<file path="src/rtl/recirc_ctrl.sv">
// Control FSM for the 4-lane recirculator: loops traffic back while idle, routes it to the
// datapath while active. Optional activity counter enabled by RECIRC_CTRL_STATS_EN.
module recirc_ctrl #(
  parameter int unsigned LANES       = 4,
  parameter int unsigned CNT_W       = 4,
  parameter int unsigned IDLE_CYCLES = 4
) (
  input  logic             clk,
  input  logic             reset,
  input  logic             init,
  input  logic [CNT_W-1:0] thr_in,
  input  logic [LANES-1:0] valid_in,
  input  logic [LANES-1:0] fifo_empty,
  input  logic [LANES-1:0] fifo_almost_full,
  input  logic [LANES-1:0] fifo_full,
  output logic             selector_idle,
  output logic             idle_out,
  output logic             active_out,
  output logic             pause_out,
  output logic             err_out,
  output logic [2:0]       state_out,
  output logic [15:0]      active_cycles
);

  typedef enum logic [2:0] {
    StReset  = 3'd0,
    StInit   = 3'd1,
    StIdle   = 3'd2,
    StActive = 3'd3,
    StError  = 3'd4
  } state_e;

  state_e           state_q, state_d;
  logic [CNT_W-1:0] thr_q, thr_d;
  logic [CNT_W-1:0] quiet_cnt_q, quiet_cnt_d;
  logic             pause_q, pause_d;

  logic             afull_any;
  logic             overflow;
  logic             quiet;
  logic [CNT_W:0]   cnt_inc;

  assign afull_any = |fifo_almost_full;
  assign overflow  = |(valid_in & fifo_full);
  assign quiet     = (valid_in == '0) && (&fifo_empty);
  // One bit wider so the threshold compare cannot wrap.
  assign cnt_inc   = {1'b0, quiet_cnt_q} + (CNT_W + 1)'(1);

  always_comb begin
    state_d     = state_q;
    thr_d       = thr_q;
    quiet_cnt_d = quiet_cnt_q;
    pause_d     = (state_q != StReset) ? afull_any : 1'b0;

    case (state_q)
      StReset: state_d = StInit;
      StInit: begin
        thr_d = (thr_in == '0) ? CNT_W'(1) : thr_in;
        if (!init) state_d = StIdle;
      end
      StIdle: begin
        if (init) begin
          state_d = StInit;
        end else if (|valid_in && !afull_any) begin
          state_d     = StActive;
          quiet_cnt_d = '0;
        end
      end
      StActive: begin
        if (overflow) begin
          state_d     = StError;
          quiet_cnt_d = '0;
        end else if (init) begin
          state_d     = StInit;
          quiet_cnt_d = '0;
        end else if (quiet) begin
          if (cnt_inc == {1'b0, thr_q}) begin
            state_d     = StIdle;
            quiet_cnt_d = '0;
          end else if (quiet_cnt_q != '1) begin
            quiet_cnt_d = cnt_inc[CNT_W-1:0];
          end
        end else begin
          quiet_cnt_d = '0;
        end
      end
      StError: state_d = StError;
      default: state_d = StReset;
    endcase
  end

  always_ff @(posedge clk) begin
    if (reset) begin
      state_q     <= StReset;
      thr_q       <= CNT_W'(IDLE_CYCLES);
      quiet_cnt_q <= '0;
      pause_q     <= 1'b0;
    end else begin
      state_q     <= state_d;
      thr_q       <= thr_d;
      quiet_cnt_q <= quiet_cnt_d;
      pause_q     <= pause_d;
    end
  end

  assign selector_idle = (state_q == StActive);
  assign idle_out      = (state_q == StIdle);
  assign active_out    = (state_q == StActive);
  assign err_out       = (state_q == StError);
  assign pause_out     = pause_q;
  assign state_out     = state_q;

`ifdef RECIRC_CTRL_STATS_EN
  logic [15:0] act_cnt_q, act_cnt_d;

  always_comb begin
    act_cnt_d = act_cnt_q;
    if (state_q == StInit) begin
      act_cnt_d = '0;
    end else if (state_q == StActive && act_cnt_q != 16'hFFFF) begin
      act_cnt_d = act_cnt_q + 16'd1;
    end
  end

  always_ff @(posedge clk) begin
    if (reset) act_cnt_q <= '0;
    else       act_cnt_q <= act_cnt_d;
  end

  assign active_cycles = act_cnt_q;
`else
  assign active_cycles = '0;
`endif

endmodule

</file>
<file path="config.mk">
export PLATFORM = sky130hd
export DESIGN_NAME = recirc_ctrl
export DESIGN_NICKNAME = d
export VERILOG_FILES = /design/src/rtl/recirc_ctrl.sv
export SDC_FILE = /design/constraint.sdc
export NUM_CORES = 1
export LEC_CHECK = 0
export BUFFER_PORTS_ARGS = -buffer_cell sky130_fd_sc_hd__buf_2
export CAP_MARGIN = 20
export CORE_MARGIN = 1.5
export CORE_UTILIZATION = 44
export CTS_CLUSTER_DIAMETER = 50
export DETAILED_ROUTE_END_ITERATION = 10
export GPL_ROUTABILITY_DRIVEN = 0
export PLACE_DENSITY = 0.88
export SYNTH_ARGS = -nofsm -noshare
export SYNTH_HDL_FRONTEND = slang
export SYNTH_SLANG_ARGS = --single-unit
</file>
<file path="constraint.sdc">
create_clock -name clk -period 2.01 [get_ports clk]
set_input_delay 0.402 -clock clk [delete_from_list [all_inputs] [get_ports clk]]
set_output_delay 0.402 -clock clk [all_outputs]
set_load 0.05 [all_outputs]
</file>
Yosys cells after proc, flatten, opt, wreduce, memory -nomap -nowiden --
Cells that the tools add are included.
Storage, ports and cells: memories 0, flip-flop bits (word level) 12, memory bits (read-only) 0, bits of input ports 23, RAM bits 0, latch bits 0
Operators by class: multiplexer cells 17, order comparisons 0, multiply operators 0, shifts and indexed selects 0, bitwise gates (word level) 2, equal/unequal tests 13, add/sub/neg operators 1, div/mod/pow operators 0, reductions and logical operators 15
Operator list (number):
- 4-bit 2-to-1 mux | 8
- 3-bit 2-to-1 mux | 7
- 3-bit case mux with 5 select lines | 1
- 4-bit AND reduction | 3
- 4-bit OR reduction | 3
- 4-bit zero test | 2
- 4-bit by 2-bit != test with 1-bit output (second input constant) | 2
- 4-bit case mux with 2 select lines | 1
- 3-bit by 2-bit equality test with 1-bit output (second input constant) | 2
- 6-bit by 4-bit != test with 1-bit output (second input constant) | 1
- 4-bit by 1-bit adder with 5-bit output (second input constant) | 1
- 5-bit by 4-bit equality test with 1-bit output | 1
- 4-bit bitwise AND | 1
- 2-bit != test (second input constant) | 2
- 4-bit != test (second input constant) | 1
- 3-bit by 1-bit equality test with 1-bit output (second input constant) | 1
- 3-bit equality test (second input constant) | 1
- 3-bit zero test | 1
- 3-bit by 2-bit != test with 1-bit output (second input constant) | 1
- 3-bit nonzero test | 1
- 1-bit logical AND | 2
- 2-bit by 1-bit != test with 1-bit output (second input constant) | 1
- 2-bit nonzero test | 1
- 2-bit OR reduction | 1
- other kinds (2) | 2

Longest topological paths before layout --
Gate-level depths: netlist (run 1).
depth in word-level cells 7, depth in mapped cells 6

Least setup slack after synthesis (run 1) --
No wires, ideal clock.
path type register to output, start point register state_q[2] (netlist: state_out[2]), end point output port err_out, buffers on the path 0, cell stages (with the launch flop) 2, setup slack -0.371 ns, data required time 1.608 ns, data arrival time 1.979 ns, path through dfxtp_1 nor3b_1
Between the ends: longest elaborated chain between the ends 1
Ends and longest elaborated chain:
- start: declaration | line 33 | state_e state_q, state_d;
- start signal: assignment | line 94 | state_q <= StReset;
- start signal: assignment | line 99 | state_q <= state_d;
- 3-bit equality test | line 109 | assign err_out = (state_q == StError);
- end: declaration | line 20 | output logic err_out,
No other way between the ends.

Worst setup path after layout (run 1) --
start point register quiet_cnt_q[0], end point register state_q[0] (netlist: state_out[0])
Between the ends: longest elaborated chain between the ends 4
Ends and longest elaborated chain:
- start: declaration | line 35 | logic [CNT_W-1:0] quiet_cnt_q, quiet_cnt_d;
- start signal: assignment | line 101 | quiet_cnt_q <= quiet_cnt_d;
- 4-bit by 1-bit adder with 5-bit output | line 47 | assign cnt_inc = {1'b0, quiet_cnt_q} + (CNT_W + 1)'(1);
- 5-bit by 4-bit equality test with 1-bit output | line 77 | if (cnt_inc == {1'b0, thr_q}) begin
- 4-bit by 2-bit != test with 1-bit output (no line)
- 4-bit AND reduction (no line)
No other way between the ends. A chain may end at the register's enable or synchronous reset.

==> results of run 1 <==
cell usage in the layout, fill, tap and decap left out, drive strengths merged, types with 2 or more instances in the layout:
cell type / count
conb: 16
nor4: 2
nor3: 2
nand4: 2
nand2: 6
o21ai: 2
inv: 2
nand3: 3
nand4b: 3
nand2b: 3
a21oi: 4
clkbuf: 3
o41ai: 2
a31oi: 2
xor2: 2
buf: 31
a22oi: 2
xnor2: 2
dfxtp: 12
mux2i: 3
nor3b: 2
nor2: 10
how the worst max path moves through the flow:
stage	from	to	slack (ps)	cells after the start
floorplan	state_out[2]	selector_idle	30	3
global placement	fifo_almost_full[1]	quiet_cnt_q[2]	140	6
detailed placement	fifo_almost_full[1]	quiet_cnt_q[2]	50	6
CTS	quiet_cnt_q[0]	state_out[0]	80	6
global route	quiet_cnt_q[0]	quiet_cnt_q[3]	-1	6
finish	quiet_cnt_q[0]	state_out[0]	140	6
metal layers:
| layer | GRT usage | routed length (um) |
|---|---|---|
| met5 | 0 | 0 |
| met3 | 0.0340 | 97 |
| met1 | 0.142 | 713 |
| met4 | 0.0541 | 17 |
| met2 | 0.355 | 1080 |
metrics by stage:
| stage | hold WS (ps) | std cells | power, mW | util | setup slack, ps |
|---|---|---|---|---|---|
| after floorplan | 444 | 118 | 0.443 | - | 28.5 |
| after global placement | 458 | 157 | 0.455 | 0.523 | 136 |
| after detailed placement | 475 | 157 | 0.461 | 0.523 | 51.7 |
| after CTS | 368 | 160 | 0.605 | 0.534 | 78.2 |
| after global routing | 380 | 160 | 0.631 | 0.535 | -1.47 |
| final | 366 | 160 | 0.604 | 0.535 | 138 |
state kept, by name, summed over array words and instances (netlist names):
| name | cells |
|---|---|
| pause_out | 1 |
| thr_q | 4 |
| state_out | 3 |
| quiet_cnt_q | 4 |
area by class of cell:
class,count,share of cell area
multi-input cells,84,0.546
flip-flops and latches,12,0.233
repair buffers,31,0.152
well taps,27,0.0325
clock buffers,3,0.0217
inverters,3,0.0144
critical path, stage by stage, from the launching register on:
cell      delay, ps
dfxtp_1         410
ha_2            250
or3b_2          440
nand3_1          90
nand4b_1        240
o21ai_1         210
a21boi_0        110
cells by family after synthesis:
kind of cell               after synthesis
AOI/OAI and AO/OA                       20
xor gates and xnor gates                 4
adders and majority gates                1
buffers and inverters                   22
DFF                                     12
muxes                                    3
other                                    1
and+or+nand+nor                         40
power by group through the flow:
stage | Combinational [mW] | Sequential [mW] | Clock, mW
2_1_floorplan | 0.157 | 0.286 | 0
3_3_place_gp | 0.187 | 0.268 | 0
3_5_place_dp | 0.192 | 0.269 | 0
4_1_cts | 0.192 | 0.263 | 0.149
5_1_grt | 0.207 | 0.265 | 0.160
6_report | 0.192 | 0.264 | 0.148
==> run summary, run 1 <==
Register area = 243 sq um
Synth top cells by count = buf_4 (17), dfxtp_1 (12), nor2_1 (10), nand2_1 (6), a21oi_1 (4)
Part of the Yosys area used for sequential elements = 0.269
CTS tree = yes
Netlist cell types = 42
Area delta synth->final = 16.6%
Post-synthesis mux area share = 0.0337
Synth Area in Simple Gates = 0.279
Worst R2R Setup Slack = 140 ps
Die ar. = 2310 sq um
R2R Path End = state_out[0]
Max-slew violation count = 0
Row count = 16
Via density = 5.11
Max-cap violations = 0
CP Data Required Time = 2160 ps
Status = completed
Antenna violations before repair = 0
Number of synthesized flops with an enable pin = 0
Die span in y = 48.0 um
Hold Startpoint = thr_in[0]
H-tree Lvls = 1
Die W = 48.0 um
Global-route usage over all layers = 0.164
Fillers = 183
Post-layout nets = 159
Num CTS Buffers = 3
Antenna-violating nets left = 0
Clk sinks = 12
Clock-pin transition on the worst setup and hold timing paths = 80 ps
Core Area = 1940 sq um
Min cycle time layout = 1870 ps
Int Pwr = 0.372 mW
# DRC = 0
Drt total wl = 1.91 mm
Largest net degree at the start of global routing = 11
Cts repair resizes = 0
Worst skew pair latency = 270 ps
HP Class = in2reg
Syn Std Cell Area = 892 sq um
Crit. End Element = flop
Initial drt markers = 10
Reg2Reg Depth = 6
Hold path depth = 3
Avg Inst Size Synth = 8.66 sq um
Boundary Pins = 47
Via count = 818
Comb power frac = 0.318
Final clock skew = 4.90 ps
Post-detail-place hpwl = 1.60 mm
Post-CTS Hold Buffers = 0
Switching power = 0.233 mW
First-pass iteration count of the detailed router = 4
Final setup fails = 0
Hold Crit Endpoint = thr_q[0]
Count leader, synth = buf_4
Seq cells post-synth = 12
Main combinational cell family by area after synthesis = simple AND/OR/NAND/NOR gates
Final Cell Area = 1040 sq um
WL per Instance = 11.9 um
Max Freq = 534 MHz
Leakage power = 0.478 nW
Crit share post-route = 0.931
Most used DFF post-synth = dfxtp_1
Worst Path Arrival = 2020 ps
Fraction of layout cells with a size suffix above 1 = 0.368
First-pass GRT wire length = 2.66 mm
Async set or reset register ratio after synthesis = 0
Startpoint Class = flop
Bufs on Longest Clock Path = 2
Share of power burned in registers = 0.437
Post-Syn Instances = 103
Peak fanout along the critical path = 6
Reg-to-Reg Start = quiet_cnt_q[0]
Grt ovf = 0
Starting Density = 0.459
Compound-Gate Fraction of Synth Area = 0.189
Synth top area cells = dfxtp_1 (27%), buf_4 (14%), nor2_1 (4.2%)
Setup bufs post-CTS = 0
Peak supply drop = 323 uV
Cell taking the most area after synthesis = dfxtp_1
Setup TNS = 0 ps
Root buf cell = clkbuf_4
Fraction of the mapped netlist area in adder cells = 0.0140
Post-synth top area share = 0.269
XOR/XNOR share of the synthesized area = 0.0393
Dpl cell area = 1010 sq um
Endpoints failing hold = 0
Area of the multi-input gates = 568 sq um
Vias in the first global route = 690
Clock group share of total power = 0.245
Ant. Diodes = 0
Pwr dens = 581 nW/um^2
Switch share = 0.385
Synth warn = 0
Setup Crit Path Kind = reg2reg
Port Buf Inserts = 30
Note: power is estimated with default switching activity, not from simulation.
==> inputs of run 2 (changes only) <==
--- a/config.mk
+++ b/config.mk
@@ -13,6 +13,7 @@
 export DETAILED_ROUTE_END_ITERATION = 10
 export GPL_ROUTABILITY_DRIVEN = 0
 export PLACE_DENSITY = 0.88
+export SETUP_SLACK_MARGIN = 0.15
 export SYNTH_ARGS = -nofsm -noshare
 export SYNTH_HDL_FRONTEND = slang
 export SYNTH_SLANG_ARGS = --single-unit
==> run summary, run 2 (synthesis gave the netlist of run 1 again) <==
Status = completed
RSZ-0062 raised after global routing = no
Die span in y = 48.0 um (unchanged)
Peak fanout along the critical path = 7 (+1)
Via count = 838 (+2.4%)
Pwr dens = 610 nW/um^2 (+4.9%)
Post-layout nets = 161 (+1.3%)
Drt total wl = 1.89 mm (-0.94%)
Commonest non-fill, non-tap cell in the layout = buf_2
Core Area = 1940 sq um (unchanged)
Bufs on Longest Clock Path = 2 (unchanged)
Row count = 16 (unchanged)
Via density = 5.14 (+0.56%)
Peak supply drop = 484 uV (+50%)
Startpoint Class = flop
Setup Crit Path Kind = reg2out
H-tree Lvls = 1 (unchanged)
CTS tree = yes
Boundary Pins = 47 (unchanged)
Worst Path Arrival = 1360 ps (-660 ps)
Min cycle time layout = 1760 ps (-109 ps)
Buf/Inv on CP = 2 (+2)
Antenna violations before repair = 0 (unchanged)
HP Class = in2reg
First-pass iteration count of the detailed router = 4 (unchanged)
WL per Instance = 11.6 um (-2.8%)
Area delta synth->final = 19.6%
Crit. End Element = output pin
Worst skew pair latency = 280 ps (about the same)
Crit share post-route = 0.877 (-0.0544)
Most frequent cells in the layout = buf_2 (30), conb_1 (16), nor2_1 (10), dfxtp_1 (9), nand2_1 (6)
Vias in the first global route = 694 (+0.58%)
Fillers = 181 (-1.1%)
Num CTS Buffers = 3 (unchanged)
Root buf cell = clkbuf_4
Ant. Diodes = 0 (unchanged)
Final setup fails = 0 (unchanged)
Slowest cell on crit path = dfxtp_2
Clock-pin transition on the worst setup and hold timing paths = 80 ps (about the same)
Final clock skew = 7.95 ps (+3.05 ps)
Worst path top cell family by delay = buffers and inverters
Die W = 48.0 um (unchanged)
Antenna-violating nets left = 0 (unchanged)
Max-slew headroom = 0.649
Grt ovf = 0 (unchanged)
# DRC = 0 (unchanged)
Max-slew violation count = 0 (unchanged)
Clk sinks = 12 (unchanged)
CP Data Required Time = 1610 ps (-550 ps)
Post-CTS Hold Buffers = 0 (unchanged)
Dpl cell area = 1020 sq um (+0.86%)
Post-detail-place hpwl = 1.54 mm (-3.8%)
Worst Tran Pin Value = 524 ps
First-pass GRT wire length = 2.89 mm (+8.8%)
Die ar. = 2310 sq um (unchanged)
Area of the multi-input gates = 566 sq um (-0.44%)
Leakage power = 0.498 nW (+4.3%)
Critical-path cell list = nand3b_2 -> clkinvlp_4 -> buf_2
Port Buf Inserts = 30 (unchanged)
Global-route usage over all layers = 0.183 (+0.0185)
Fraction of layout cells with a size suffix above 1 = 0.382 (+0.0139)
Max Freq = 567 MHz (+6.2%)
Final Cell Area = 1070 sq um (+2.6%)
Endpoints failing hold = 0 (unchanged)
Max-cap violations = 0 (unchanged)
Initial drt markers = 20 (+10)
Setup TNS = 0 ps (unchanged)
Largest net degree at the start of global routing = 11 (unchanged)
Register area = 244 sq um (+0.52%)
Max stage delay on crit path = 360 ps (-80 ps)
Starting Density = 0.459 (unchanged)
[run 2: cell types whose count changed in the layout (fill, tap and decap cells not counted), sizes merged]
cell    delta
buf        +2
clkbuf     +1
[run 2: area by class of cell]
cell class / instances / area share
clock buffers: 4 / 0.0340
inverters: 3 / 0.0141
multi-input cells: 84 / 0.530
flip-flops and latches: 12 / 0.229
well taps: 27 / 0.0317
repair buffers: 33 / 0.162
[run 2: through the flow]
| stage | setup WS (ps) | cells | power, mW | util | hold slack (ps) |
|---|---|---|---|---|---|
| after floorplan | 161 | 118 | 0.443 | - | 444 |
| after global placement | 137 | 158 | 0.455 | 0.527 | 458 |
| after detailed placement | 89.6 | 158 | 0.460 | 0.527 | 476 |
| after CTS | 234 | 162 | 0.655 | 0.546 | 358 |
| after global routing | 154 | 163 | 0.686 | 0.550 | 386 |
| final | 247 | 163 | 0.651 | 0.550 | 358 |
[run 2: per-layer routing]
layer | global-route usage | vias up | wire, um
li1 | - | 407 | -
met1 | 0.185 | 402 | 755
met2 | 0.355 | 27 | 1000
met3 | 0.0679 | 2 | 115
met4 | 0.0324 | 0 | 14
met5 | 0 | - | 0
[run 2: what timing repair did]
| action | CTS | global route |
|---|---|---|
| setup buffers | 0 | 1 |
| setup endpoints to repair | 0 | 5 |
| gates resized for setup | 0 | 1 |
[run 2: final timing paths]
kind	slack, ps	endpoint	from	cells past startpoint
worst max-delay path	250	active_out	state_out[2]	3
worst min-delay path	360	thr_q[2]	thr_in[2]	3
worst min register to register	500	quiet_cnt_q[1]	quiet_cnt_q[1]	2
worst max register to register	300	quiet_cnt_q[3]	quiet_cnt_q[0]	7
[run 2: worst min-delay path, delay by kind of cell]
family / cells / cell delay, ps
buf+inv: 1 / 90
mux: 1 / 60
simple gates: 1 / 60
[run 2: power by group]
part / switching [mW] / internal [mW]
clock network: 0.0843 / 0.110
registers: 0.0128 / 0.251
logic: 0.140 / 0.0522
total: 0.238 / 0.413
==> inputs of run 3 (changes only) <==
--- a/config.mk
+++ b/config.mk
@@ -12,7 +12,7 @@
 export CTS_CLUSTER_DIAMETER = 50
 export DETAILED_ROUTE_END_ITERATION = 10
 export GPL_ROUTABILITY_DRIVEN = 0
-export PLACE_DENSITY = 0.88
+export PLACE_DENSITY = 0.84
 export SETUP_SLACK_MARGIN = 0.15
 export SYNTH_ARGS = -nofsm -noshare
 export SYNTH_HDL_FRONTEND = slang
==> run summary, run 3 (synthesis gave the netlist of run 1 again) <==
Status = completed
Port Buf Inserts = 30 (unchanged)
Met3 Usage GRT = 0.0604 (-0.00755)
Register area = 245 sq um (+0.51%)
M2 GR Usage = 0.357 (+0.00267)
Crit. End Element = flop
Die W = 48.0 um (unchanged)
Most frequent cells in the layout = buf_2 (30), conb_1 (16), nor2_1 (10), dfxtp_1 (8), nand2_1 (6)
Core Area = 1940 sq um (unchanged)
Worst path top cell family by delay = simple AND/OR/NAND/NOR gates
Clk sinks = 12 (unchanged)
Die span in y = 48.0 um (unchanged)
Global route hottest layer = met2
Num CTS Buffers = 3 (unchanged)
Setup Crit Path Kind = reg2reg
Post-detail-place hpwl = 1.52 mm (-1.4%)
Grt ovf = 0 (unchanged)
Antenna-violating nets left = 0 (unchanged)
Endpoints failing hold = 0 (unchanged)
Total design power = 0.652 mW (+0.15%)
Area of the multi-input gates = 578 sq um (+2.2%)
Die ar. = 2310 sq um (unchanged)
Peak supply drop = 494 uV (+2.0%)
Slowest cell on crit path = or3b_2
Via density = 5.09 (-0.94%)
HP Class = in2reg
Critical-path cell list = ha_4 -> or3b_2 -> nand3_1 -> nand4b_1 -> buf_4 -> nand4b_1 -> a31oi_1
Hold WS = 363 ps (+5.17 ps)
Largest net degree at the start of global routing = 11 (unchanged)
Pwr dens = 607 nW/um^2 (-0.43%)
Final cell count without fillers = 162 (-0.61%)
CP Data Required Time = 2180 ps (+570 ps)
Initial drt markers = 11 (-45%)
Worst Path Arrival = 1970 ps (+610 ps)
Buf/Inv on CP = 1 (-1)
Max Freq = 556 MHz (-1.9%)
Dpl ws = 71.0 ps (-18.6 ps)
Drt total wl = 1.99 mm (+5.3%)
Final setup fails = 0 (unchanged)
H-tree Lvls = 1 (unchanged)
Fillers = 194 (+7.2%)
Max-cap violations = 0 (unchanged)
Ant. Diodes = 0 (unchanged)
CP most frequent cell = nand4b_1
Post-layout nets = 160 (-0.62%)
Vias in the first global route = 726 (+4.6%)
Area delta synth->final = 20.3%
Min cycle time layout = 1800 ps (+35.1 ps)
RSZ-0062 raised after global routing = yes
Max stage delay on crit path = 440 ps (+80 ps)
Worst skew pair latency = 280 ps (about the same)
Via count = 825 (-1.6%)
Final Cell Area = 1070 sq um (+0.59%)
Startpoint Class = flop
Root buf cell = clkbuf_4
Global-route usage over all layers = 0.195 (+0.0124)
Setup TNS = 0 ps (unchanged)
Boundary Pins = 47 (unchanged)
Bufs on Longest Clock Path = 2 (unchanged)
WL per Instance = 12.3 um (+6.0%)
CTS tree = yes
# DRC = 0 (unchanged)
Fraction of layout cells with a size suffix above 1 = 0.393 (+0.0102)
Leakage power = 0.490 nW (-1.6%)
Final clock skew = 9.41 ps (+1.46 ps)
Starting Density = 0.459 (unchanged)
Setup ws final = 212 ps (-35.1 ps)
First-pass iteration count of the detailed router = 4 (unchanged)
First-pass GRT wire length = 3.10 mm (+7.2%)
Antenna violations before repair = 0 (unchanged)
Crit share post-route = 0.895 (+0.0174)
Clock-pin transition on the worst setup and hold timing paths = 80 ps (about the same)
Row count = 16 (unchanged)
Met1 Track Usage GR = 0.205 (+0.0207)
Peak fanout along the critical path = 6 (-1)
Placed cells = 157 (-0.63%)
Commonest non-fill, non-tap cell in the layout = buf_2
Max-slew violation count = 0 (unchanged)
Dpl cell area = 1020 sq um (-0.73%)
Final core utilization = 0.553 (+0.00322)
## run 3: report_power, final
part / internal (mW) / switching (mW)
clock network: 0.110 / 0.0857
registers: 0.251 / 0.0134
logic: 0.0521 / 0.140
total: 0.413 / 0.239
## run 3: path summary, 6_finish.rpt
path	from	to	slack [ps]	cells after the start
worst min-delay path	thr_in[2]	thr_q[2]	360	3
worst max-delay path	quiet_cnt_q[1]	quiet_cnt_q[2]	210	7
worst max register to register	quiet_cnt_q[1]	quiet_cnt_q[2]	210	7
worst min register to register	quiet_cnt_q[0]	quiet_cnt_q[0]	520	2
## run 3: worst min-delay path, stage by stage
cell     delay [ps]
buf_2            90
mux2i_1          60
nand2_1          60
## run 3: final cells by class
class / instances / share of cell area
well taps: 27 / 0.0315
clock buffers: 4 / 0.0338
inverters: 3 / 0.0140
flip-flops and latches: 12 / 0.228
repair buffers: 32 / 0.154
multi-input cells: 84 / 0.538
## run 3: what timing repair did
action                                 in CTS  in global routing
hold buffers                                0                  0
buffers inserted                            0                  1
endpoints found under the hold margin       0                  0
setup endpoints to repair                   2                  7
pin swaps                                   1                  0
gates resized for setup                     3                  1
## run 3: routing by layer
layer  share of wire  vias to the layer above
li1                -                      404
met1            0.40                      378
met2            0.51                       41
met3           0.075                        2
met4           0.012                        0
met5               0                        -
